<file path="src/rtl/vga_pattern_gen_pkg.sv">
// Shared definitions for vga_pattern_gen: mode encodings, RGB565 colours and 1024x768@60 timing.
// VGA_PATTERN_EXT_EN adds the external-pixel mode and moves the mode wrap point to 10.
package vga_pattern_pkg;

  typedef enum logic [3:0] {
    MODE_WHITE  = 4'd0,
    MODE_RED    = 4'd1,
    MODE_GREEN  = 4'd2,
    MODE_BLUE   = 4'd3,
    MODE_GRID16 = 4'd4,
    MODE_GRID64 = 4'd5,
    MODE_HGRAD  = 4'd6,
    MODE_VGRAD  = 4'd7,
    MODE_BARS   = 4'd8,
    MODE_BORDER = 4'd9,
    MODE_EXT    = 4'd10
  } mode_e;

`ifdef VGA_PATTERN_EXT_EN
  localparam logic [3:0] MODE_LAST = MODE_EXT;
`else
  localparam logic [3:0] MODE_LAST = MODE_BORDER;
`endif

  localparam logic [15:0] RGB_WHITE   = 16'hFFFF;
  localparam logic [15:0] RGB_YELLOW  = 16'hFFE0;
  localparam logic [15:0] RGB_CYAN    = 16'h07FF;
  localparam logic [15:0] RGB_GREEN   = 16'h07E0;
  localparam logic [15:0] RGB_MAGENTA = 16'hF81F;
  localparam logic [15:0] RGB_RED     = 16'hF800;
  localparam logic [15:0] RGB_BLUE    = 16'h001F;
  localparam logic [15:0] RGB_BLACK   = 16'h0000;

  localparam int DEF_H_ACTIVE = 1024;
  localparam int DEF_H_FP     = 24;
  localparam int DEF_H_SYNC   = 136;
  localparam int DEF_H_BP     = 160;
  localparam int DEF_V_ACTIVE = 768;
  localparam int DEF_V_FP     = 3;
  localparam int DEF_V_SYNC   = 6;
  localparam int DEF_V_BP     = 29;

  // Index 8 and above is the remainder region to the right of the last bar.
  function automatic logic [15:0] bar_color(input logic [3:0] idx);
    case (idx)
      4'd0:    return RGB_WHITE;
      4'd1:    return RGB_YELLOW;
      4'd2:    return RGB_CYAN;
      4'd3:    return RGB_GREEN;
      4'd4:    return RGB_MAGENTA;
      4'd5:    return RGB_RED;
      4'd6:    return RGB_BLUE;
      default: return RGB_BLACK;
    endcase
  endfunction

endpackage

</file>
<file path="src/rtl/vga_pattern_gen_if.sv">
// VGA output bundle driven by vga_pattern_gen: syncs, enable, RGB565, frame marker and mode.
interface vga_pattern_gen_if;
  logic       vga_hs;
  logic       vga_vs;
  logic       vga_de;
  logic [4:0] vga_r;
  logic [5:0] vga_g;
  logic [4:0] vga_b;
  logic       frame_start;
  logic [3:0] mode;

  modport master (output vga_hs, vga_vs, vga_de, vga_r, vga_g, vga_b, frame_start, mode);
  modport slave  (input  vga_hs, vga_vs, vga_de, vga_r, vga_g, vga_b, frame_start, mode);
endinterface

</file>
<file path="src/rtl/vga_pattern_gen_key_debounce.sv">
// Key debouncer: 2-FF synchroniser, saturating high-time counter, one pulse per accepted press.
module key_debounce #(
  parameter int DEBOUNCE_CYCLES = 50000
) (
  input  logic clk,
  input  logic rst_n,
  input  logic key_i,
  output logic press_o
);

  localparam int CW = $clog2(DEBOUNCE_CYCLES + 1);
  localparam logic [CW-1:0] CNT_MAX  = CW'(DEBOUNCE_CYCLES);
  localparam logic [CW-1:0] CNT_FIRE = CW'(DEBOUNCE_CYCLES - 2);

  logic          sync1_q;
  logic          sync2_q;
  logic [CW-1:0] cnt_q;
  logic          press_q;

  // press_q rises on the same edge that moves the counter to DEBOUNCE_CYCLES-1.
  always_ff @(posedge clk) begin
    if (!rst_n) begin
      sync1_q <= 1'b0;
      sync2_q <= 1'b0;
      cnt_q   <= '0;
      press_q <= 1'b0;
    end else begin
      sync1_q <= key_i;
      sync2_q <= sync1_q;
      if (!sync2_q) begin
        cnt_q <= '0;
      end else if (cnt_q != CNT_MAX) begin
        cnt_q <= cnt_q + 1'b1;
      end
      press_q <= sync2_q && (cnt_q == CNT_FIRE);
    end
  end

  assign press_o = press_q;

endmodule

</file>
<file path="src/rtl/vga_pattern_gen.sv">
// Parametrised VGA timing and ten-pattern test generator; key-selected mode applied at frame start.
// Optional VGA_PATTERN_EXT_EN adds ext_rgb/ext_req and a pass-through mode 10.
module vga_pattern_gen
  import vga_pattern_pkg::*;
#(
  parameter int H_ACTIVE        = DEF_H_ACTIVE,
  parameter int H_FP            = DEF_H_FP,
  parameter int H_SYNC          = DEF_H_SYNC,
  parameter int H_BP            = DEF_H_BP,
  parameter int V_ACTIVE        = DEF_V_ACTIVE,
  parameter int V_FP            = DEF_V_FP,
  parameter int V_SYNC          = DEF_V_SYNC,
  parameter int V_BP            = DEF_V_BP,
  parameter bit HS_POL          = 1'b0,
  parameter bit VS_POL          = 1'b0,
  parameter int DEBOUNCE_CYCLES = 50000
) (
  input  logic              vga_clk,
  input  logic              vga_rst_n,
  input  logic              key3,
  vga_pattern_gen_if.master vga
`ifdef VGA_PATTERN_EXT_EN
  ,
  input  logic [15:0]       ext_rgb,
  output logic              ext_req
`endif
);

  localparam int H_TOTAL = H_SYNC + H_BP + H_ACTIVE + H_FP;
  localparam int V_TOTAL = V_SYNC + V_BP + V_ACTIVE + V_FP;
  localparam int H_START = H_SYNC + H_BP;
  localparam int V_START = V_SYNC + V_BP;
  localparam int HW      = $clog2(H_TOTAL);
  localparam int VW      = $clog2(V_TOTAL);
  localparam int BAR_W   = (H_ACTIVE >= 8) ? H_ACTIVE / 8 : 1;
  localparam int BW      = $clog2(BAR_W + 1);

  logic          run_q;
  logic [HW-1:0] h_cnt_q, h_cnt_d;
  logic [VW-1:0] v_cnt_q, v_cnt_d;
  logic [BW-1:0] bar_w_q, bar_w_d;
  logic [3:0]    bar_idx_q, bar_idx_d;

  logic          hs_q, vs_q, de_q, fs_q;
  logic [15:0]   rgb_q;
  logic [3:0]    mode_q, pending_q;
  logic          press;

  // Bar index tracks the counter's x via a width counter restarted at the first active column.
  always_comb begin
    h_cnt_d   = h_cnt_q + 1'b1;
    v_cnt_d   = v_cnt_q;
    if (h_cnt_q == HW'(H_TOTAL - 1)) begin
      h_cnt_d = '0;
      v_cnt_d = (v_cnt_q == VW'(V_TOTAL - 1)) ? '0 : v_cnt_q + 1'b1;
    end
    bar_w_d   = bar_w_q + 1'b1;
    bar_idx_d = bar_idx_q;
    if (h_cnt_d == HW'(H_START)) begin
      bar_w_d   = '0;
      bar_idx_d = '0;
    end else if (bar_w_q == BW'(BAR_W - 1)) begin
      bar_w_d = '0;
      if (bar_idx_q != 4'd8) bar_idx_d = bar_idx_q + 1'b1;
    end
  end

  // run_q holds the counters at (0,0) for the first edge after reset release.
  always_ff @(posedge vga_clk) begin
    if (!vga_rst_n) begin
      run_q     <= 1'b0;
      h_cnt_q   <= '0;
      v_cnt_q   <= '0;
      bar_w_q   <= '0;
      bar_idx_q <= '0;
    end else begin
      run_q <= 1'b1;
      if (run_q) begin
        h_cnt_q   <= h_cnt_d;
        v_cnt_q   <= v_cnt_d;
        bar_w_q   <= bar_w_d;
        bar_idx_q <= bar_idx_d;
      end
    end
  end

  logic [15:0] hpos, vpos, x, y;
  logic        active, origin;
  logic [15:0] pix_d;

  assign hpos   = 16'(h_cnt_q);
  assign vpos   = 16'(v_cnt_q);
  assign x      = hpos - 16'(H_START);
  assign y      = vpos - 16'(V_START);
  assign active = (hpos >= 16'(H_START)) && (hpos < 16'(H_START + H_ACTIVE)) &&
                  (vpos >= 16'(V_START)) && (vpos < 16'(V_START + V_ACTIVE));
  assign origin = (h_cnt_q == '0) && (v_cnt_q == '0);

  always_comb begin
    pix_d = RGB_BLACK;
    if (active) begin
      case (mode_q)
        MODE_WHITE:  pix_d = RGB_WHITE;
        MODE_RED:    pix_d = RGB_RED;
        MODE_GREEN:  pix_d = RGB_GREEN;
        MODE_BLUE:   pix_d = RGB_BLUE;
        MODE_GRID16: pix_d = (x[4] ^ y[4]) ? RGB_BLACK : RGB_WHITE;
        MODE_GRID64: pix_d = (x[6] ^ y[6]) ? RGB_BLACK : RGB_WHITE;
        MODE_HGRAD:  pix_d = {x[6:2], x[6:1], x[6:2]};
        MODE_VGRAD:  pix_d = {y[6:2], y[6:1], y[6:2]};
        MODE_BARS:   pix_d = bar_color(bar_idx_q);
        MODE_BORDER: pix_d = (x == 16'd0 || x == 16'(H_ACTIVE - 1) ||
                              y == 16'd0 || y == 16'(V_ACTIVE - 1)) ? RGB_WHITE : RGB_BLACK;
`ifdef VGA_PATTERN_EXT_EN
        MODE_EXT:    pix_d = ext_rgb;
`endif
        default:     pix_d = RGB_BLACK;
      endcase
    end
  end

`ifdef VGA_PATTERN_EXT_EN
  assign ext_req = active && (mode_q == MODE_EXT);
`endif

  key_debounce #(
    .DEBOUNCE_CYCLES(DEBOUNCE_CYCLES)
  ) u_key_debounce (
    .clk    (vga_clk),
    .rst_n  (vga_rst_n),
    .key_i  (key3),
    .press_o(press)
  );

  // A press coinciding with the frame-start edge lands in pending only; mode takes the old value.
  always_ff @(posedge vga_clk) begin
    if (!vga_rst_n) begin
      hs_q      <= ~HS_POL;
      vs_q      <= ~VS_POL;
      de_q      <= 1'b0;
      fs_q      <= 1'b0;
      rgb_q     <= '0;
      mode_q    <= '0;
      pending_q <= '0;
    end else begin
      if (press) pending_q <= (pending_q == MODE_LAST) ? 4'd0 : pending_q + 4'd1;
      if (run_q) begin
        hs_q  <= (hpos < 16'(H_SYNC)) ? HS_POL : ~HS_POL;
        vs_q  <= (vpos < 16'(V_SYNC)) ? VS_POL : ~VS_POL;
        de_q  <= active;
        fs_q  <= origin;
        rgb_q <= pix_d;
        if (origin) mode_q <= pending_q;
      end
    end
  end

  assign vga.vga_hs      = hs_q;
  assign vga.vga_vs      = vs_q;
  assign vga.vga_de      = de_q;
  assign vga.vga_r       = rgb_q[15:11];
  assign vga.vga_g       = rgb_q[10:5];
  assign vga.vga_b       = rgb_q[4:0];
  assign vga.frame_start = fs_q;
  assign vga.mode        = mode_q;

endmodule

</file>
<file path="src/flat_wrapper.sv">
// flat-port wrapper written by rule: the top's interface ports become plain ports
module vga_pattern_gen_flat import vga_pattern_pkg::*;
#(
  parameter int H_ACTIVE        = DEF_H_ACTIVE,
  parameter int H_FP            = DEF_H_FP,
  parameter int H_SYNC          = DEF_H_SYNC,
  parameter int H_BP            = DEF_H_BP,
  parameter int V_ACTIVE        = DEF_V_ACTIVE,
  parameter int V_FP            = DEF_V_FP,
  parameter int V_SYNC          = DEF_V_SYNC,
  parameter int V_BP            = DEF_V_BP,
  parameter bit HS_POL          = 1'b0,
  parameter bit VS_POL          = 1'b0,
  parameter int DEBOUNCE_CYCLES = 50000
)
  (vga_clk, vga_rst_n, key3, vga_vga_hs, vga_vga_vs, vga_vga_de, vga_vga_r, vga_vga_g, vga_vga_b, vga_frame_start, vga_mode);
  vga_pattern_gen_if vga_i ();
  input  logic vga_clk;
  input  logic vga_rst_n;
  input  logic key3;
  output wire logic [$bits(vga_i.vga_hs)-1:0] vga_vga_hs;
  output wire logic [$bits(vga_i.vga_vs)-1:0] vga_vga_vs;
  output wire logic [$bits(vga_i.vga_de)-1:0] vga_vga_de;
  output wire logic [$bits(vga_i.vga_r)-1:0] vga_vga_r;
  output wire logic [$bits(vga_i.vga_g)-1:0] vga_vga_g;
  output wire logic [$bits(vga_i.vga_b)-1:0] vga_vga_b;
  output wire logic [$bits(vga_i.frame_start)-1:0] vga_frame_start;
  output wire logic [$bits(vga_i.mode)-1:0] vga_mode;
  assign vga_vga_hs = vga_i.vga_hs;
  assign vga_vga_vs = vga_i.vga_vs;
  assign vga_vga_de = vga_i.vga_de;
  assign vga_vga_r = vga_i.vga_r;
  assign vga_vga_g = vga_i.vga_g;
  assign vga_vga_b = vga_i.vga_b;
  assign vga_frame_start = vga_i.frame_start;
  assign vga_mode = vga_i.mode;
  vga_pattern_gen #(.H_ACTIVE(H_ACTIVE), .H_FP(H_FP), .H_SYNC(H_SYNC), .H_BP(H_BP), .V_ACTIVE(V_ACTIVE), .V_FP(V_FP), .V_SYNC(V_SYNC), .V_BP(V_BP), .HS_POL(HS_POL), .VS_POL(VS_POL), .DEBOUNCE_CYCLES(DEBOUNCE_CYCLES)) u_core (.vga_clk(vga_clk), .vga_rst_n(vga_rst_n), .key3(key3), .vga(vga_i));
endmodule
</file>
<file path="config.mk">
export PLATFORM = sky130hd
export DESIGN_NAME = vga_pattern_gen_flat
export DESIGN_NICKNAME = d
export VERILOG_FILES = /design/src/rtl/vga_pattern_gen_pkg.sv /design/src/rtl/vga_pattern_gen_if.sv /design/src/rtl/vga_pattern_gen_key_debounce.sv /design/src/rtl/vga_pattern_gen.sv /design/src/flat_wrapper.sv
export SDC_FILE = /design/constraint.sdc
export NUM_CORES = 1
export LEC_CHECK = 0
export ABC_CLOCK_PERIOD_IN_PS = 3100
export CAP_MARGIN = 20
export CORE_ASPECT_RATIO = 1.2
export CORE_UTILIZATION = 35
export CTS_CLUSTER_DIAMETER = 150
export DETAILED_ROUTE_END_ITERATION = 12
export PLACE_DENSITY = 0.54
export REMOVE_ABC_BUFFERS = 1
export SYNTH_ARGS = -nofsm -noshare
export SYNTH_HDL_FRONTEND = slang
export SYNTH_HIERARCHICAL = 1
export SYNTH_SLANG_ARGS = --single-unit
</file>
<file path="constraint.sdc">
create_clock -name vga_clk -period 3.1 [get_ports vga_clk]
set_input_delay 0.62 -clock vga_clk [delete_from_list [all_inputs] [get_ports vga_clk]]
set_output_delay 0.62 -clock vga_clk [all_outputs]
set_load 0.01 [all_outputs]
</file>
Word level (Yosys, flattened, before mapping)
Index checks and enable logic that the tools add are counted.
{"block": "classes", "n_mul": 0, "reduce_logical": 20, "order_cmp": 6, "addsub": 8, "n_bitwise": 2, "n_div": 0, "n_shift": 0, "n_mux": 17, "eq_ne": 25}
{"op": "16-bit case mux with 10 select lines", "count": 1}
{"op": "16-bit case mux with 7 select lines", "count": 1}
{"op": "16-bit 2-to-1 mux", "count": 4}
{"op": "16-bit by 10-bit equality test with 1-bit output, second input constant", "count": 2}
{"op": "16-bit zero test", "count": 2}
{"op": "4-bit by 3-bit equality test with 1-bit output, second input constant", "count": 7}
{"op": "16-bit by 1-bit adder with 16-bit output, second input constant", "count": 1}
{"op": "16-bit equality test, second input constant", "count": 1}
{"op": "4-bit by 2-bit equality test with 1-bit output, second input constant", "count": 4}
{"op": "4-bit 2-to-1 mux", "count": 4}
{"op": "8-bit 2-to-1 mux", "count": 2}
{"op": "16-bit != test, second input constant", "count": 1}
{"op": "4-bit equality test, second input constant", "count": 3}
{"op": "11-bit by 9-bit subtractor with 12-bit output, second input constant", "count": 1}
{"op": "11-bit by 1-bit adder with 11-bit output, second input constant", "count": 1}
{"op": "11-bit equality test, second input constant", "count": 1}
{"op": "11-bit by 9-bit equality test with 1-bit output, second input constant", "count": 1}
{"op": "11-bit by 9-bit >= comparator with 1-bit output, second input constant", "count": 1}
{"op": "11-bit zero test", "count": 1}
{"op": "11-bit less-than comparator, second input constant", "count": 1}
{"op": "11-bit by 8-bit less-than comparator with 1-bit output, second input constant", "count": 1}
{"op": "11-bit 2-to-1 mux", "count": 1}
{"op": "10-bit by 6-bit subtractor with 11-bit output, second input constant", "count": 1}
{"op": "10-bit by 1-bit adder with 10-bit output, second input constant", "count": 1}
{"op": "19 further kinds", "count": 34}
{"block": "word_totals", "output_inout_bits": 24, "memories": 0, "input_bits": 3, "ram_bits": 0, "latchBits": 0, "regBits": 81, "wordCells": 94, "romBits": 0}

Logic depth before layout (Yosys ltp)
Gate-level depths: netlist (run 1).
{"block": "depth", "depth_word": 8, "mapped_depth": 10}

Hierarchy
Netlist (run 1), hierarchy kept.
{"module": "vga_pattern_gen", "cells_each": 505, "n_inst": 1, "area_each_um2": 4083.9}
{"module": "key_debounce", "cells_each": 105, "n_inst": 1, "area_each_um2": 938.4}

Least setup slack after synthesis (run 1)
OpenSTA, ideal clock, no wires.
{"block": "synth_timing", "path_kind": "register to register", "startpoint": "reg u_core.v_cnt_q[1]", "endpoint": "reg u_core.rgb_q[11]", "stages_incl_launch_ff": 10, "slack_ns": 0.701, "required_time_ns": 3.026, "arrival_ns": 2.325, "period_less_slack_ns": 2.399, "path_cell_list": "dfxtp_1 > ha_1 > buf_2 > inv_1 > or4_1 > or4_1 > a2111oi_2 > o21ai_2 > buf_6 > a31oi_2"}
{"block": "synth_via", "elab_chain_cells": 7}
{"item": "start, declared", "line": "vga_pattern_gen.sv:40", "rtl": "logic [VW-1:0] v_cnt_q, v_cnt_d;"}
{"item": "start signal, assigned", "line": "vga_pattern_gen.sv:80", "rtl": "v_cnt_q <= v_cnt_d;"}
{"item": "10-bit by 6-bit subtractor with 11-bit output", "line": "vga_pattern_gen.sv:94", "rtl": "assign y = vpos - 16'(V_START);"}
{"item": "16-bit zero test", "line": "vga_pattern_gen.sv:113", "rtl": "y == 16'd0 || y == 16'(V_ACTIVE - 1)) ? RGB_WHITE : RGB_BLACK;"}
{"item": "1-bit logical OR", "line": "vga_pattern_gen.sv:112", "rtl": "MODE_BORDER: pix_d = (x == 16'd0 || x == 16'(H_ACTIVE - 1) ||"}
{"item": "1-bit logical OR", "line": "vga_pattern_gen.sv:113"}
{"item": "16-bit 2-to-1 mux", "line": "vga_pattern_gen.sv:113"}
{"item": "16-bit case mux with 10 select lines", "line": "vga_pattern_gen.sv:102", "rtl": "case (mode_q)"}
{"item": "16-bit 2-to-1 mux (*)", "line": "vga_pattern_gen.sv:101", "rtl": "if (active) begin"}
{"item": "end signal, assigned", "line": "vga_pattern_gen.sv:152", "rtl": "rgb_q <= pix_d;"}
{"item": "end, declared", "line": "vga_pattern_gen.sv:45", "rtl": "logic [15:0] rgb_q;"}
Mark *: on every way between the ends. The rest lies on a longest branch, timed or not.
A chain may end at the register's enable or synchronous reset.

Worst setup path in the final report (run 1)
{"block": "layout_timing", "startpoint": "reg u_core.v_cnt_q[0]", "endpoint": "reg u_core.rgb_q[2]"}
The elaborated chain is that of the path after synthesis.

==> flow_summary.ini, run 1 <==
[clocking]
cts_buffers = 9
cts_root_buffer = clkbuf_16
htreeDepth = 3
clk_pin_slew_ps = 60
cts.path.max_buffers = 2
clock-sinks = 81
worstSkewPairLatency_ps = 350
postCtsSetupBuffers = 0
postCtsHoldBufs = 0
cts_resized = 0
cts_tree = yes

[die]
initial_utilization_pct = 36.19
die_height_um = 133.2
core_um2 = 13880
ios = 27
die_area_um2 = 14830
rows = 47
dieWidth_um = 111.4

[setup_path]
rrSetupSlack_ps = 370
critPathBufInv = 2
start_kind = flop
reg2reg_from = u_core/v_cnt_q[0]
timing.rr.end = u_core/rgb_q[2]
critPathCaptureType = flop
cpMaxStageDelayCell = dfxtp_1
r2r_cells = 8
critPathKind = flop to flop
required_ps = 3370
critical_path.max_stage_delay_ps = 510
critical_path.top_delay_family = simple AND/OR/NAND/NOR gates
crit_top_cell = or4_1
path_cells = ha_1 -> inv_1 -> or4_1 -> or4_1 -> a2111oi_2 -> o21ai_2 -> buf_4 -> a31oi_1
cp.arrival_ps = 3000
crit_fanout = 16

[cells_and_area]
design_area_um2 = 5724
final_common_cell = dfxtp_1
area_growth_pct = 13.98
final_nets = 647
final_core_util_pct = 41.25
most-common-layout-cells = dfxtp_1 (81), nand2_1 (53), nor2_1 (37)
antenna_cells = 0
nFillCells = 1389
drive_gt1_share_pct = 8.889

[sta]
worst_clock_skew_ps = 7.091
clock.fmax_ghz = 0.3663
hold_slack_ps = 438.4
setup_violations = 0
tns_ps = 0
hold_violations = 0
period_needed_ps = 2730
worstMarginPinSlew_ps = 682.5
slew_headroom_pct = 54.50
fin_crit_sh_pct = 88.08
grt_setup_unrepaired = false
slew_viol_final = 0

[logic_synthesis]
ys_warn_count = 6
netlist_area_um2 = 5022
async_reset_ff_share_pct = 0
syn_avg_cell_area_um2 = 8.233
seq_area_frac_synth_pct = 32.29
ys.flop_type = dfxtp_1
ys_seq_elements = 81
synth_cell_types = 78
synth_edf_count = 0
syn_inst = 610

[grt]
grt_pass1_vias = 4157
grt_pass1_wl_um = 21430
grtUsageTotal_pct = 18.04
overflow = 0
grt_max_degree = 37
antenna_found_initial = 0

[place]
io_buffers = 26
hpwlAfterDp_um = 9190
place.gp.congestion = 0.8685
dpl_cell_area_um2 = 5438

[outcome]
violations = design-rule violations
status = finished with violations

[routing]
drt-initial-drc-count = 213
drtAntennaViolNets = 0
detail_route.first_pass.iterations = 8
vias = 4423
drc = 3
wirelength_um = 13030
via_per_inst = 5.522
wl_per_cell_um = 16.27

[worst_hold_path]
worstHoldStart = u_core/u_key_debounce/sync1_q
whs_path_depth = 1
min_path_type = flop to flop
hold_end = u_core/u_key_debounce/sync2_q

[flow_run]
maxCapViolations = 0

[pwr]
leakagePower_nw = 1.957
power_density_nw_per_um2 = 384.5
ir_worst_vdd_mv = 0.1671
## final cells by class
cell class	count	area (um^2)	share of cell area [%]
clock buffers	10	229.0	4.000
clock inverters	5	57.56	1.005
inverters	19	76.32	1.333
multi-input cells	475	3166	55.30
flip-flops and latches	81	1622	28.33
well taps	171	214.0	3.738
repair buffers	40	360.3	6.295
## worst reg2reg max path: cells and delay by family (launching register included)
kind	cells	cell delay, ps
compound gates	3	540
fa+ha+maj	1	410
buf+inv	2	320
flops	1	510
simple gates	2	880
## cell usage after synthesis (5+ instances only)
master	n	area share [%]
dfxtp_1	81	32
nand2_1	53	4.0
nor2_1	37	2.8
nor2b_1	36	4.5
o21ai_0	36	3.6
a21oi_1	33	3.3
clkbuf_1	21	1.6
nor3_1	20	2.0
nand3_1	19	1.9
xor2_1	19	3.3
ha_1	18	4.5
inv_1	16	1.2
and2_1	15	1.9
mux2i_1	15	3.0
xnor2_1	14	2.4
nand4_1	13	1.6
a31oi_2	10	2.5
nor3b_1	10	1.5
nor4_1	10	1.2
or4_1	10	1.5
a31oi_1	8	1.0
buf_2	7	0.70
nand2b_1	6	0.75
o21a_1	6	0.90
or3_1	6	0.75
a21boi_0	5	0.75
a22oi_1	5	0.75
and3_1	5	0.62
o31ai_1	5	0.75
## sequential cells by signal (all words and copies together), names as in the netlist, 4 cells and up
register,cells
u_core/bar_w_q,8
u_core/vga.mode,4
u_core/v_cnt_q,10
u_core/u_key_debounce/cnt_q,16
u_core/bar_idx_q,4
u_core/rgb_q,16
u_core/pending_q,4
u_core/h_cnt_q,11
## report_power, final
group / switching, W / internal, W / total [W]
Combinational: 0.0000477 / 0.0000325 / 0.0000802
Clock: 0.000439 / 0.000620 / 0.00106
Sequential: 0.0000110 / 0.00105 / 0.00106
## routing by layer
layer	share of wire, %	vias to the layer above	global-route usage [%]
li1	-	2236	-
met1	48	2106	23.35
met2	48	65	29.93
met3	2.6	16	2.593
met4	2.1	0	7.733
met5	0	-	0
## per-stage QoR
step                      std cells  setup slack [ps]  total power, W
after floorplan                 575             626.9        0.001126
after global placement          786             493.5        0.001165
after detailed placement        786             401.5        0.001166
after CTS                       801             383.9        0.002229
after global routing            801             163.4        0.002278
final                           801             369.7        0.002201
## cells by family after synthesis
kind of cell | count (synthesis) | share of synthesized area [%]
adders and majority gates | 18 | 4.484
muxes | 15 | 2.989
AOI/OAI and AO/OA | 144 | 19.86
xor gates and xnor gates | 34 | 6.203
buffers and inverters | 54 | 4.683
and+or+nand+nor | 264 | 29.50
DFF | 81 | 32.29
## worst max-delay path by stage
stage | depth (start not counted) | startpoint | to
3_3_place_gp | 8 | u_core/v_cnt_q[0] | u_core/rgb_q[2]
5_1_grt | 8 | u_core/v_cnt_q[0] | u_core/rgb_q[4]
3_5_place_dp | 8 | u_core/v_cnt_q[0] | u_core/rgb_q[1]
2_1_floorplan | 7 | u_core/v_cnt_q[0] | u_core/rgb_q[14]
6_report | 8 | u_core/v_cnt_q[0] | u_core/rgb_q[2]
4_1_cts | 8 | u_core/v_cnt_q[0] | u_core/rgb_q[2]
Note: power is estimated with default switching activity, not from simulation.
==> run 2: changes to the inputs <==
--- a/config.mk
+++ b/config.mk
@@ -12,7 +12,6 @@
 export CTS_CLUSTER_DIAMETER = 150
 export DETAILED_ROUTE_END_ITERATION = 12
 export PLACE_DENSITY = 0.54
-export REMOVE_ABC_BUFFERS = 1
 export SYNTH_ARGS = -nofsm -noshare
 export SYNTH_HDL_FRONTEND = slang
 export SYNTH_HIERARCHICAL = 1
==> run 2 against run 1 <==
The run still ends with design-rule violations left. Global-route usage down 0.37 points. Combinational power rose by 0.7%. Sequential share of layout area decreased by 0.40 points. Worst hold slack improved by 0.68 ps. Register-to-register slack improved by 30 ps. Clock power is 10% higher.
==> flow_summary.ini, run 2 (synthesis results as in run 1) <==
[grt]
antenna_found_initial = 0
grt_max_degree = 34
grt_pass1_wl_um = 21270
overflow = 0
grt_pass1_vias = 4214
grtUsageTotal_pct = 17.68

[die]
die_height_um = 133.2
rows = 47
dieWidth_um = 111.4
die_area_um2 = 14830
initial_utilization_pct = 36.19
core_um2 = 13880
ios = 27

[flow_run]
maxCapViolations = 0

[setup_path]
cp.arrival_ps = 2880
cpMaxStageDelayCell = o21ai_2
critPathBufInv = 0
critical_path.top_delay_family = compound AO/OA/AOI/OAI gates
critPathCaptureType = flop
required_ps = 3280
critPathKind = flop to flop
path_cells = a2111o_1 -> a211oi_2 -> xor2_1 -> a2111oi_2 -> o21ai_2 -> a31oi_2
critical_path.max_stage_delay_ps = 750
crit_fanout = 16
start_kind = flop

[routing]
drtAntennaViolNets = 0
detail_route.first_pass.iterations = 8
via_per_inst = 5.564
drt-initial-drc-count = 247
wl_per_cell_um = 15.79
vias = 4490
wirelength_um = 12740
drc = 2

[sta]
slew_headroom_pct = 38.13
worst_clock_skew_ps = 9.145
hold_violations = 0
clock.fmax_ghz = 0.3701
fin_crit_sh_pct = 87.16
worstMarginPinSlew_ps = 927.9
period_needed_ps = 2702
tns_ps = 0
grt_setup_unrepaired = false
setup_violations = 0
slew_viol_final = 0

[cells_and_area]
final_core_util_pct = 41.83
drive_gt1_share_pct = 9.748
multi_input_area_um2 = 3166
area_growth_pct = 15.60
most-common-layout-cells = dfxtp_1 (81), nand2_1 (53), nor2_1 (37)
reg_top3 = u_core/rgb_q (16), u_core/u_key_debounce/cnt_q (16), u_core/h_cnt_q (11)
nFillCells = 1410
antenna_cells = 0
final_common_cell = dfxtp_1
final_nets = 652
seq_area_um2 = 1622

[clocking]
clk_pin_slew_ps = 70
cts_buffers = 9
clock-sinks = 81
cts_root_buffer = clkbuf_16
htreeDepth = 3
cts_resized = 0
cts.path.max_buffers = 2
worstSkewPairLatency_ps = 340
postCtsHoldBufs = 0
cts_tree = yes
postCtsSetupBuffers = 0

[pwr]
leakagePower_nw = 2.004
power_density_nw_per_um2 = 398.4
ir_worst_vdd_mv = 0.2720

[outcome]
status = finished with violations
violations = design-rule violations

[place]
hpwlAfterDp_um = 9174
io_buffers = 26
place.gp.congestion = 0.8559

[logic_synthesis]
syn-num-nets = 631

[worst_hold_path]
min_path_type = flop to flop
==> run 2: cell count changes in the layout (fill, tap and decap cells not counted), sizes merged <==
cell           before  now
clkbuf             10    9
clkdlybuf4s50      25   26
buf                15   19
bufinv              1    2
inv                18   20
clkinv              5    4
==> run 2: power breakdown <==
part | internal (W) | switching (W)
clock | 0.000712 | 0.000458
sequential | 0.00105 | 0.0000113
combinational | 0.0000349 | 0.0000460
==> run 2: final cells by class <==
type / instances / area share (%)
Multi-Input combinational cell: 475 / 54.53
Inverter: 19 / 1.315
Clock inverter: 7 / 1.724
Timing Repair Buffer: 45 / 6.940
Tap cell: 171 / 3.685
Sequential cell: 81 / 27.93
Clock buffer: 9 / 3.879
==> run 2: metrics by stage <==
step	cells	power, W	area [um^2]	setup slack (ps)	hold WS (ps)
final	807	0.002313	5806	397.9	439.0
after detailed placement	791	0.001167	5480	448.8	425.0
after floorplan	610	0.001133	5022	701.0	411.8
after global placement	791	0.001167	5480	539.3	419.6
after global routing	807	0.002395	5806	252.0	460.1
after CTS	807	0.002350	5806	442.6	441.5
==> run 2: per-layer routing <==
layer | track usage (%) | up-vias | share of wire [%]
met1 | 22.15 | 2142 | 45
met3 | 2.821 | 17 | 3.4
met4 | 7.883 | 0 | 2.0
met5 | 0 | - | 0
li1 | - | 2249 | -
met2 | 29.90 | 82 | 49
==> run 2: final timing paths <==
check | start | to | slack [ps] | cells past startpoint
max | u_core/v_cnt_q[2] | u_core/rgb_q[10] | 400 | 6
min | u_core/u_key_debounce/sync1_q | u_core/u_key_debounce/sync2_q | 440 | 1
max reg2reg | u_core/v_cnt_q[2] | u_core/rgb_q[10] | 400 | 6
min reg2reg | u_core/u_key_debounce/sync1_q | u_core/u_key_debounce/sync2_q | 440 | 1
